### config.mk
export PLATFORM = sky130hd
export DESIGN_NAME = branch_predictor_flat
export DESIGN_NICKNAME = d
export VERILOG_FILES = /design/src/rtl/branch_predictor_if.sv /design/src/rtl/branch_predictor.sv /design/src/flat_wrapper.sv
export SDC_FILE = /design/constraint.sdc
export NUM_CORES = 2
export LEC_CHECK = 0
export ABC_AREA = 1
export CORE_MARGIN = 2
export CORE_UTILIZATION = 25
export CTS_BUF_LIST = sky130_fd_sc_hd__clkbuf_4 sky130_fd_sc_hd__clkbuf_8 sky130_fd_sc_hd__clkbuf_16
export CTS_CLUSTER_DIAMETER = 40
export CTS_CLUSTER_SIZE = 12
export DETAILED_ROUTE_END_ITERATION = 6
export MAX_ROUTING_LAYER = met4
export PLACE_DENSITY_LB_ADDON = 0.08
export SLEW_MARGIN = 20
export SYNTH_ARGS = -nofsm -noshare
export SYNTH_HDL_FRONTEND = slang
export SYNTH_SLANG_ARGS = --single-unit
### constraint.sdc
create_clock -name clk -period 48 [get_ports clk]
set_input_delay 4.8 -clock clk [delete_from_list [all_inputs] [get_ports clk]]
set_output_delay 4.8 -clock clk [all_outputs]
set_load 0.1 [all_outputs]
### src/rtl/branch_predictor_if.sv
// Fetch/resolve bus of the branch predictor: the stage-1 lookup, the stage-4
// training port, the misprediction flag and the performance counters.
interface branch_predictor_if #(
    parameter int IDXW = 4,
    parameter int XLEN = 32
);
    // stage-1 lookup
    logic [XLEN-1:0] pcs1;
    logic            predTakens1;
    logic [XLEN-1:0] predTargets1;
    // stage-4 resolution / training
    logic            updEns4;
    logic [XLEN-1:0] updPcs4;
    logic            updTakens4;
    logic [XLEN-1:0] updTargets4;
    logic            updUnconds4;
    logic            updPredTakens4;
    logic [XLEN-1:0] updPredTargets4;
    logic            mispredicts4;
    // performance counters
    logic [31:0]     ctrlCount;
    logic [31:0]     missCount;

    // pipeline side: drives PCs and resolutions, consumes predictions
    modport master (
        output pcs1, updEns4, updPcs4, updTakens4, updTargets4, updUnconds4,
               updPredTakens4, updPredTargets4,
        input  predTakens1, predTargets1, mispredicts4, ctrlCount, missCount
    );

    // predictor side
    modport slave (
        input  pcs1, updEns4, updPcs4, updTakens4, updTargets4, updUnconds4,
               updPredTakens4, updPredTargets4,
        output predTakens1, predTargets1, mispredicts4, ctrlCount, missCount
    );
endinterface

### src/rtl/branch_predictor.sv
// Direct-mapped branch target buffer with 2-bit saturating counters.
// Lookup is combinational from pcs1; training happens on the rising edge when
// a control transfer resolves in stage 4. No bypass: a same-cycle lookup sees
// the pre-update entry.
module branch_predictor #(
    parameter int IDXW = 4,
    parameter int XLEN = 32
) (
    input  logic               clk,
    input  logic               reset,
    branch_predictor_if.slave  bus
);
    localparam int ENTRIES = 1 << IDXW;
    localparam int TAGW    = XLEN - IDXW - 2;

    logic [ENTRIES-1:0] valid_r;
    logic [TAGW-1:0]    tag_r    [ENTRIES];
    logic [XLEN-1:0]    target_r [ENTRIES];
    logic [1:0]         ctr_r    [ENTRIES];
    logic [31:0]        ctrl_count_r;
    logic [31:0]        miss_count_r;

    logic [IDXW-1:0]    look_idx_s;
    logic               look_hit_s;
    logic               pred_taken_s;
    logic [XLEN-1:0]    pred_target_s;
    logic [IDXW-1:0]    upd_idx_s;
    logic               upd_hit_s;
    logic               upd_taken_s;
    logic               mispredict_s;
    logic               unused_pc_bits_s;

    // saturating increment of a 2-bit counter
    function automatic logic [1:0] sat_inc(input logic [1:0] c);
        return (c == 2'b11) ? 2'b11 : c + 2'b01;
    endfunction

    // saturating decrement of a 2-bit counter
    function automatic logic [1:0] sat_dec(input logic [1:0] c);
        return (c == 2'b00) ? 2'b00 : c - 2'b01;
    endfunction

    // the low PC bits never select anything (instructions are word aligned)
    assign unused_pc_bits_s = ^{bus.pcs1[1:0], bus.updPcs4[1:0]};

    // stage-1 lookup: hit and counter MSB predicts taken, else fall through
    always_comb begin
        look_idx_s    = bus.pcs1[IDXW+1:2];
        look_hit_s    = valid_r[look_idx_s] && (tag_r[look_idx_s] == bus.pcs1[XLEN-1:IDXW+2]);
        pred_taken_s  = 1'b0;
        pred_target_s = bus.pcs1 + XLEN'(4);
        if (look_hit_s && ctr_r[look_idx_s][1]) begin
            pred_taken_s  = 1'b1;
            pred_target_s = target_r[look_idx_s];
        end else begin
            pred_taken_s  = 1'b0;
        end
    end

    // stage-4 resolution: hit check and misprediction (direction or target)
    always_comb begin
        upd_idx_s    = bus.updPcs4[IDXW+1:2];
        upd_hit_s    = valid_r[upd_idx_s] && (tag_r[upd_idx_s] == bus.updPcs4[XLEN-1:IDXW+2]);
        upd_taken_s  = bus.updTakens4 | bus.updUnconds4;
        mispredict_s = 1'b0;
        if (bus.updEns4) begin
            mispredict_s = (upd_taken_s != bus.updPredTakens4) ||
                           (upd_taken_s && bus.updPredTakens4 &&
                            (bus.updTargets4 != bus.updPredTargets4));
        end else begin
            mispredict_s = 1'b0;
        end
    end

    assign bus.predTakens1  = pred_taken_s;
    assign bus.predTargets1 = pred_target_s;
    assign bus.mispredicts4 = mispredict_s;
    assign bus.ctrlCount    = ctrl_count_r;
    assign bus.missCount    = miss_count_r;

    // table training and performance counting on each resolved transfer
    always_ff @(posedge clk or posedge reset) begin
        if (reset) begin
            for (int i = 0; i < ENTRIES; i++) begin
                valid_r[i]  <= 1'b0;
                tag_r[i]    <= '0;
                target_r[i] <= '0;
                ctr_r[i]    <= 2'b01;
            end
            ctrl_count_r <= 32'd0;
            miss_count_r <= 32'd0;
        end else if (bus.updEns4) begin
            ctrl_count_r <= ctrl_count_r + 32'd1;
            if (mispredict_s) begin
                miss_count_r <= miss_count_r + 32'd1;
            end
            if (upd_hit_s) begin
                if (bus.updUnconds4) begin
                    ctr_r[upd_idx_s]    <= 2'b11;
                    target_r[upd_idx_s] <= bus.updTargets4;
                end else if (bus.updTakens4) begin
                    ctr_r[upd_idx_s]    <= sat_inc(ctr_r[upd_idx_s]);
                    target_r[upd_idx_s] <= bus.updTargets4;
                end else begin
                    ctr_r[upd_idx_s]    <= sat_dec(ctr_r[upd_idx_s]);
                end
            end else if (upd_taken_s) begin
                valid_r[upd_idx_s]  <= 1'b1;
                tag_r[upd_idx_s]    <= bus.updPcs4[XLEN-1:IDXW+2];
                target_r[upd_idx_s] <= bus.updTargets4;
                ctr_r[upd_idx_s]    <= bus.updUnconds4 ? 2'b11 : 2'b10;
            end
        end
    end
endmodule

### src/flat_wrapper.sv
// flat-port wrapper written by rule: the top's interface ports become plain ports
module branch_predictor_flat 
#(
    parameter int IDXW = 4,
    parameter int XLEN = 32
)
  (clk, reset, bus_pcs1, bus_updEns4, bus_updPcs4, bus_updTakens4, bus_updTargets4, bus_updUnconds4, bus_updPredTakens4, bus_updPredTargets4, bus_predTakens1, bus_predTargets1, bus_mispredicts4, bus_ctrlCount, bus_missCount);
  branch_predictor_if #(.IDXW(IDXW), .XLEN(XLEN)) bus_i ();
  input  logic clk;
  input  logic reset;
  input wire logic [$bits(bus_i.pcs1)-1:0] bus_pcs1;
  input wire logic [$bits(bus_i.updEns4)-1:0] bus_updEns4;
  input wire logic [$bits(bus_i.updPcs4)-1:0] bus_updPcs4;
  input wire logic [$bits(bus_i.updTakens4)-1:0] bus_updTakens4;
  input wire logic [$bits(bus_i.updTargets4)-1:0] bus_updTargets4;
  input wire logic [$bits(bus_i.updUnconds4)-1:0] bus_updUnconds4;
  input wire logic [$bits(bus_i.updPredTakens4)-1:0] bus_updPredTakens4;
  input wire logic [$bits(bus_i.updPredTargets4)-1:0] bus_updPredTargets4;
  output wire logic [$bits(bus_i.predTakens1)-1:0] bus_predTakens1;
  output wire logic [$bits(bus_i.predTargets1)-1:0] bus_predTargets1;
  output wire logic [$bits(bus_i.mispredicts4)-1:0] bus_mispredicts4;
  output wire logic [$bits(bus_i.ctrlCount)-1:0] bus_ctrlCount;
  output wire logic [$bits(bus_i.missCount)-1:0] bus_missCount;
  assign bus_i.pcs1 = bus_pcs1;
  assign bus_i.updEns4 = bus_updEns4;
  assign bus_i.updPcs4 = bus_updPcs4;
  assign bus_i.updTakens4 = bus_updTakens4;
  assign bus_i.updTargets4 = bus_updTargets4;
  assign bus_i.updUnconds4 = bus_updUnconds4;
  assign bus_i.updPredTakens4 = bus_updPredTakens4;
  assign bus_i.updPredTargets4 = bus_updPredTargets4;
  assign bus_predTakens1 = bus_i.predTakens1;
  assign bus_predTargets1 = bus_i.predTargets1;
  assign bus_mispredicts4 = bus_i.mispredicts4;
  assign bus_ctrlCount = bus_i.ctrlCount;
  assign bus_missCount = bus_i.missCount;
  branch_predictor #(.IDXW(IDXW), .XLEN(XLEN)) u_core (.clk(clk), .reset(reset), .bus(bus_i));
endmodule
==> After elaboration in Yosys (flattened, before gate mapping) <==
Index checks and enable logic that the tools add are counted.
{ "classes": {"add_sub_neg": 5, "multipliers": 0, "div": 0, "order_cmp": 6, "eq_ne": 6, "n_shift": 0, "muxes": 46, "bitwise": 6, "reduce_logical": 14} }
{ "op_table": {"columns": ["operator", "count"], "rows": [
  ["$mux W512", 4],
  ["$bwmux W512", 1],
  ["$bwmux W416", 1],
  ["$mux W32", 8],
  ["$bmux W26 S4", 2],
  ["$mux W26", 5],
  ["$bmux W32 S4", 1],
  ["$demux W32 S4", 1],
  ["$demux W26 S4", 1],
  ["$bwmux W32", 3],
  ["$add A32 B1 Y32 const B", 2],
  ["$eq A26 B26 Y1", 2],
  ["$add A32 B3 Y32 const B", 1],
  ["$ne A32 B32 Y1", 1],
  ["$or A32 B32 Y32", 1],
  ["$bmux W2 S4", 2],
  ["$or A16 B16 Y16", 1],
  ["$mux W2", 7],
  ["$ge A5 B5 Y1 const B", 2],
  ["$lt A4 B5 Y1 const B", 2],
  ["$not A4 Y5", 2],
  ["$bmux W1 S4", 2],
  ["$demux W2 S4", 1],
  ["$logic_and A1 B1 Y1", 7],
  ["16 further kinds", 23]
]} }
{ "word_totals": {"register_bits": 1040, "latchBits": 0, "ramBits": 0, "rom_bits": 0, "inputBits": 134, "out_inout_bits": 98, "word_cells": 134, "memories": 0} }

==> Logic depth before layout (Yosys ltp) <==
{ "logic_depth": {"word_depth": 10, "ltp_mapped": 24, "mapped_depth_nobuf": 19} }

==> Least setup slack after synthesis <==
OpenSTA, ideal clock, no wires.
{ "synth_timing": {"path_type": "input -> output", "from": "in bus_pcs1[2]", "to": "out bus_predTargets1[5]", "arrival_time_ns": 8.820, "required_time_ns": 43.200, "setup_slack_ns": 34.380, "cell_stages": 15, "path_buffers": 4, "cell_sequence": "buf_2 > inv_2 > buf_2 > clkbuf_1 > nand2_1 > a22oi_1 > nand4_1 > nand3_1 > nand4_1 > nor2_1 > nand2_1 > nor3_4 > nand2_2 > clkbuf_1 > o21ai_0"} }
{ "synth_between": {"elab_chain_cells": 8, "word_cells_on_any_way": 17, "cone_classes": "add/sub: 1; eq/ne: 1; mux: 12; bitwise: 1; reduce/logical: 2"} }
{ "synth_rtl": {"columns": ["element", "line_no", "text"], "rows": [
  ["from (decl)", "flat_wrapper.sv:11", "input wire logic [$bits(bus_i.pcs1)-1:0] bus_pcs1;"],
  ["$not A4 Y5 (not written as such)", "branch_predictor.sv:49, branch_predictor.sv:52, branch_predictor.sv:54", null],
  ["$bmux W26 S4", "branch_predictor.sv:49", "look_hit_s = valid_r[look_idx_s] && (tag_r[look_idx_s] == bus.pcs1[XLEN-1:IDXW+2]);"],
  ["$mux W26 (not written as such) (2 in a row)", "branch_predictor.sv:49", null],
  ["$eq A26 B26 Y1", "branch_predictor.sv:49", null],
  ["$logic_and A1 B1 Y1", "branch_predictor.sv:49", null],
  ["$logic_and A1 B1 Y1", "branch_predictor.sv:52", "if (look_hit_s && ctr_r[look_idx_s][1]) begin"],
  ["$mux W32 (*)", "branch_predictor.sv:52", null],
  ["to (decl)", "flat_wrapper.sv:20", "output wire logic [$bits(bus_i.predTargets1)-1:0] bus_predTargets1;"]
]} }
Every way passes the cells marked *; elsewhere a longest branch is shown, timed or not. The select of a mux whose other input is x is not followed.

==> Worst setup path in the final report <==
{ "layout_timing": {"from": "in bus_pcs1[4]", "to": "out bus_predTargets1[8]"} }
The elaborated chain is that of the path after synthesis.

==> results_dict.tcl <==
set metrics [dict create \
    clk_pin_slew_worst_paths_ns 0.04 \
    core_area_um2 219000 \
    synth-warning-count 0 \
    htreeDepth 4 \
    finClkSkew_ns 0.0371 \
    tightestPinTransition_ns 1.15 \
    cp-startpoint "bus_pcs1[4]" \
    timing.rr.start "u_core.tag_r[309]$_DFFE_PP0P_" \
    final_common_cell "nand2_1" \
    critPathSlowestCell "clkdlybuf4s50_1" \
    synth_top_area_cell "dfrtp_1" \
    vias_per_cell 4.82 \
    synthAdderAreaFrac 0.000911 \
    overflow 0 \
    path_cells "buf_4, clkinv_2, buf_4, nand2_1, inv_4, buf_4, buf_4, nand2_1, nand2_1, inv_1, nand3_1, nand4_1, nor2_1, nand2_1, nor2_2, nand2_2, buf_4, o21ai_0, clkdlybuf4s50_1" \
    vdd_ir_drop_max_v 0.0000335 \
    die-area_um2 223000 \
    rows 172 \
    hold_class "flip-flop to flip-flop" \
    fillCellCount 23600 \
    p_leak_nw 30.9 \
    worstPathArrival_ns 11.47 \
    synth_edf_count 0 \
    routed_wl_mm 242 \
    antenna_found_initial 12 \
    root_buffer "clkbuf_16" \
    final_nets 7587 \
    finalCriticalPeriod_ns 16.27 \
    cts.sinks 1040 \
    period_share 0.339 \
    synth-simple-area-share 0.231 \
    drt_first_pass_iters 6 \
    grt_pass1_vias 49400 \
    setup_ws_ns 31.73 \
    cts_setup_buffers 0 \
    multi_input_area_um2 24600 \
    start_util 0.251 \
    synthCells 7441 \
    critPathMostFrequentCell "buf_4" \
    ys_ff_latch 1040 \
    first_iter_violations 4263 \
    fp.dieH_um 473 \
    place_ws_ns 31.62 \
    track_usage 0.220 \
    crit_fanout 45 \
    cts_buffers 238 \
    ant_nets 0 \
    drive_gt1_frac 0.0804 \
    io_pins 232 \
    io_buffers 229 \
    ys.flop_type "dfrtp_1" \
    yosysTopAreaCellShare 0.467 \
    synth-compound-area-share 0.195 \
    grt_pass1_wl_mm 352 \
    critPathMaxStageDelay_ns 1.28 \
    synth.yosys.seq_area_share 0.474 \
    setup_viol 0 \
    ff_latch_area_um2 26000 \
    reg2reg_to "u_core.tag_r[413]$_DFFE_PP0P_" \
    avgSynthCellArea_um2 7.38 \
    finalPower_mw 3.54 \
    gp_congestion 0.829 \
    fmax_mhz 61.5 \
    yosys.cell_types.count 47 \
    clk_latency_ns 0.88 \
    final_area_um2 68200 \
    synth_top_family_by_area "simple AND/OR/NAND/NOR gates" \
    powerDensity_nw_per_um2 51.9 \
    finalMaxSlewViolations 0 \
    cts_resized 0 \
    route.detailed.drc 0 \
    yosys-top-cells-area "dfrtp_1 (47%), nand2_1 (15%), o21ai_0 (10%)" \
    rr_worst_depth 18 \
    critPathCaptureType "output pin" \
    cap_violations 0 \
    critPathLaunchType "input port" \
    r2r_slack_ns 43.65 \
    async_flop_share 1.00 \
    criticalPathCategory "input port to output pin" \
    crit_required_ns 43.20 \
    die_x_um 473 \
    synth.area.mux_share 0 \
    synth_xor_area_frac 0.0199 \
    dr_total_vias 50800 \
    clk_path_buf_depth 3 \
    finalHoldViolations 0 \
    finalSetupTns_ns 0 \
    cts_tree "yes" \
    syn_nets 7579 \
    dpl-instance-area_um2 59300 \
    layout_common_cells "nand2_1 (2178), o21ai_0 (1113), dfrtp_1 (1024), nor2_1 (606), inv_1 (463)" \
    hold_buffers 0 \
    area_growth_pct 24.2 \
    slew_headroom 0.234 \
    status "finished clean" \
    routedWlPerCell_um 22.9 \
    grt_max_degree 215 \
    rsz0062_at_grt "false" \
    syn_area_um2 54900 \
    crit_path_end "bus_predTargets1[8]" \
    dp_hpwl_mm 138 \
]
## layer usage
| metal | track usage | vias to the layer above | wire (um) |
|---|---|---|---|
| li1 | - | 24400 | - |
| met1 | 0.290 | 24700 | 111000 |
| met2 | 0.350 | 1358 | 113000 |
| met3 | 0.0270 | 350 | 10400 |
| met4 | 0.0701 | 0 | 7120 |
| met5 | - | - | 0 |
## cells in the mapped netlist (4+ instances only)
master	instances
o21ai_0	1114
nand2_1	2181
o21ai_1	291
inv_1	467
nor3b_1	4
nand2_4	12
nor2_1	621
nand2_2	5
nor3_1	42
ha_1	4
a31oi_1	6
nand4_1	46
o211a_1	10
nor4_1	15
nand3_1	240
a21oi_1	412
clkinv_1	23
buf_4	42
o22ai_1	44
o221ai_1	4
a221oi_1	13
o211ai_1	103
nand3b_1	11
xor2_1	74
buf_2	145
clkbuf_1	337
a32o_1	15
xnor2_1	51
dfstp_2	16
clkbuf_2	4
buf_1	25
a22oi_1	7
inv_2	10
dfrtp_1	1024
## area by class of cell
cell class | instances | share of cell area
Antenna cell | 8 | 0.000294
Multi-Input combinational cell | 5344 | 0.361
Tap cell | 2871 | 0.0527
Sequential cell | 1040 | 0.382
Clock inverter | 120 | 0.0292
Clock buffer | 322 | 0.101
Inverter | 500 | 0.0279
Timing Repair Buffer | 325 | 0.0452
## cells by family after synthesis
logic type               Yosys count
AND/OR/NAND/NOR                 3185
AO/OA/AOI/OAI                   2030
buffers and inverters           1057
flip-flops                      1040
XOR/XNOR                         125
adder cells (fa/ha/maj)            4
## worst min-delay path by stage
stage                                            start                           end  slack [ns]  cells past startpoint
after floorplan           u_core.ctr_r[11]$_DFFE_PP0P_  u_core.ctr_r[11]$_DFFE_PP0P_        0.44                      2
after global placement     u_core.ctr_r[0]$_DFFE_PP1P_   u_core.ctr_r[0]$_DFFE_PP1P_        0.45                      2
after detailed placement  u_core.ctr_r[16]$_DFFE_PP1P_  u_core.ctr_r[16]$_DFFE_PP1P_        0.46                      2
after CTS                 u_core.ctr_r[16]$_DFFE_PP1P_  u_core.ctr_r[16]$_DFFE_PP1P_        0.46                      2
after global routing       u_core.ctr_r[0]$_DFFE_PP1P_   u_core.ctr_r[0]$_DFFE_PP1P_        0.47                      2
final                     u_core.ctr_r[12]$_DFFE_PP1P_  u_core.ctr_r[12]$_DFFE_PP1P_        0.46                      2
## where the power goes
part           leakage (nW)  internal [mW]  switching [mW]
combinational          13.8          0.185           0.379
sequential             12.8           1.07           0.106
clock                  4.35           1.24           0.561
total                  30.9           2.49            1.05
## per-stage QoR
step / instances / hold slack [ns] / utilization
floorplan: 7441 / 0.442 / -
global placement: 10100 / 0.455 / 0.271
detailed placement: 10100 / 0.456 / 0.271
CTS: 10500 / 0.462 / 0.311
global route: 10500 / 0.473 / 0.311
finish: 10500 / 0.459 / 0.311
## worst max-delay path, delay by kind of cell
family | cells | cell delay (ns)
buf+inv | 9 | 4.20
simple gates | 9 | 1.66
compound gates | 1 | 0.67
## sequential cells by signal (all words and copies together), names as in the netlist
name and cells:
u_core.bus.missCount 32, u_core.tag_r 416, u_core.bus.ctrlCount 32, u_core.target_r 512
u_core.valid_r 16, u_core.ctr_r 32
(Power assumes the default switching activity.)
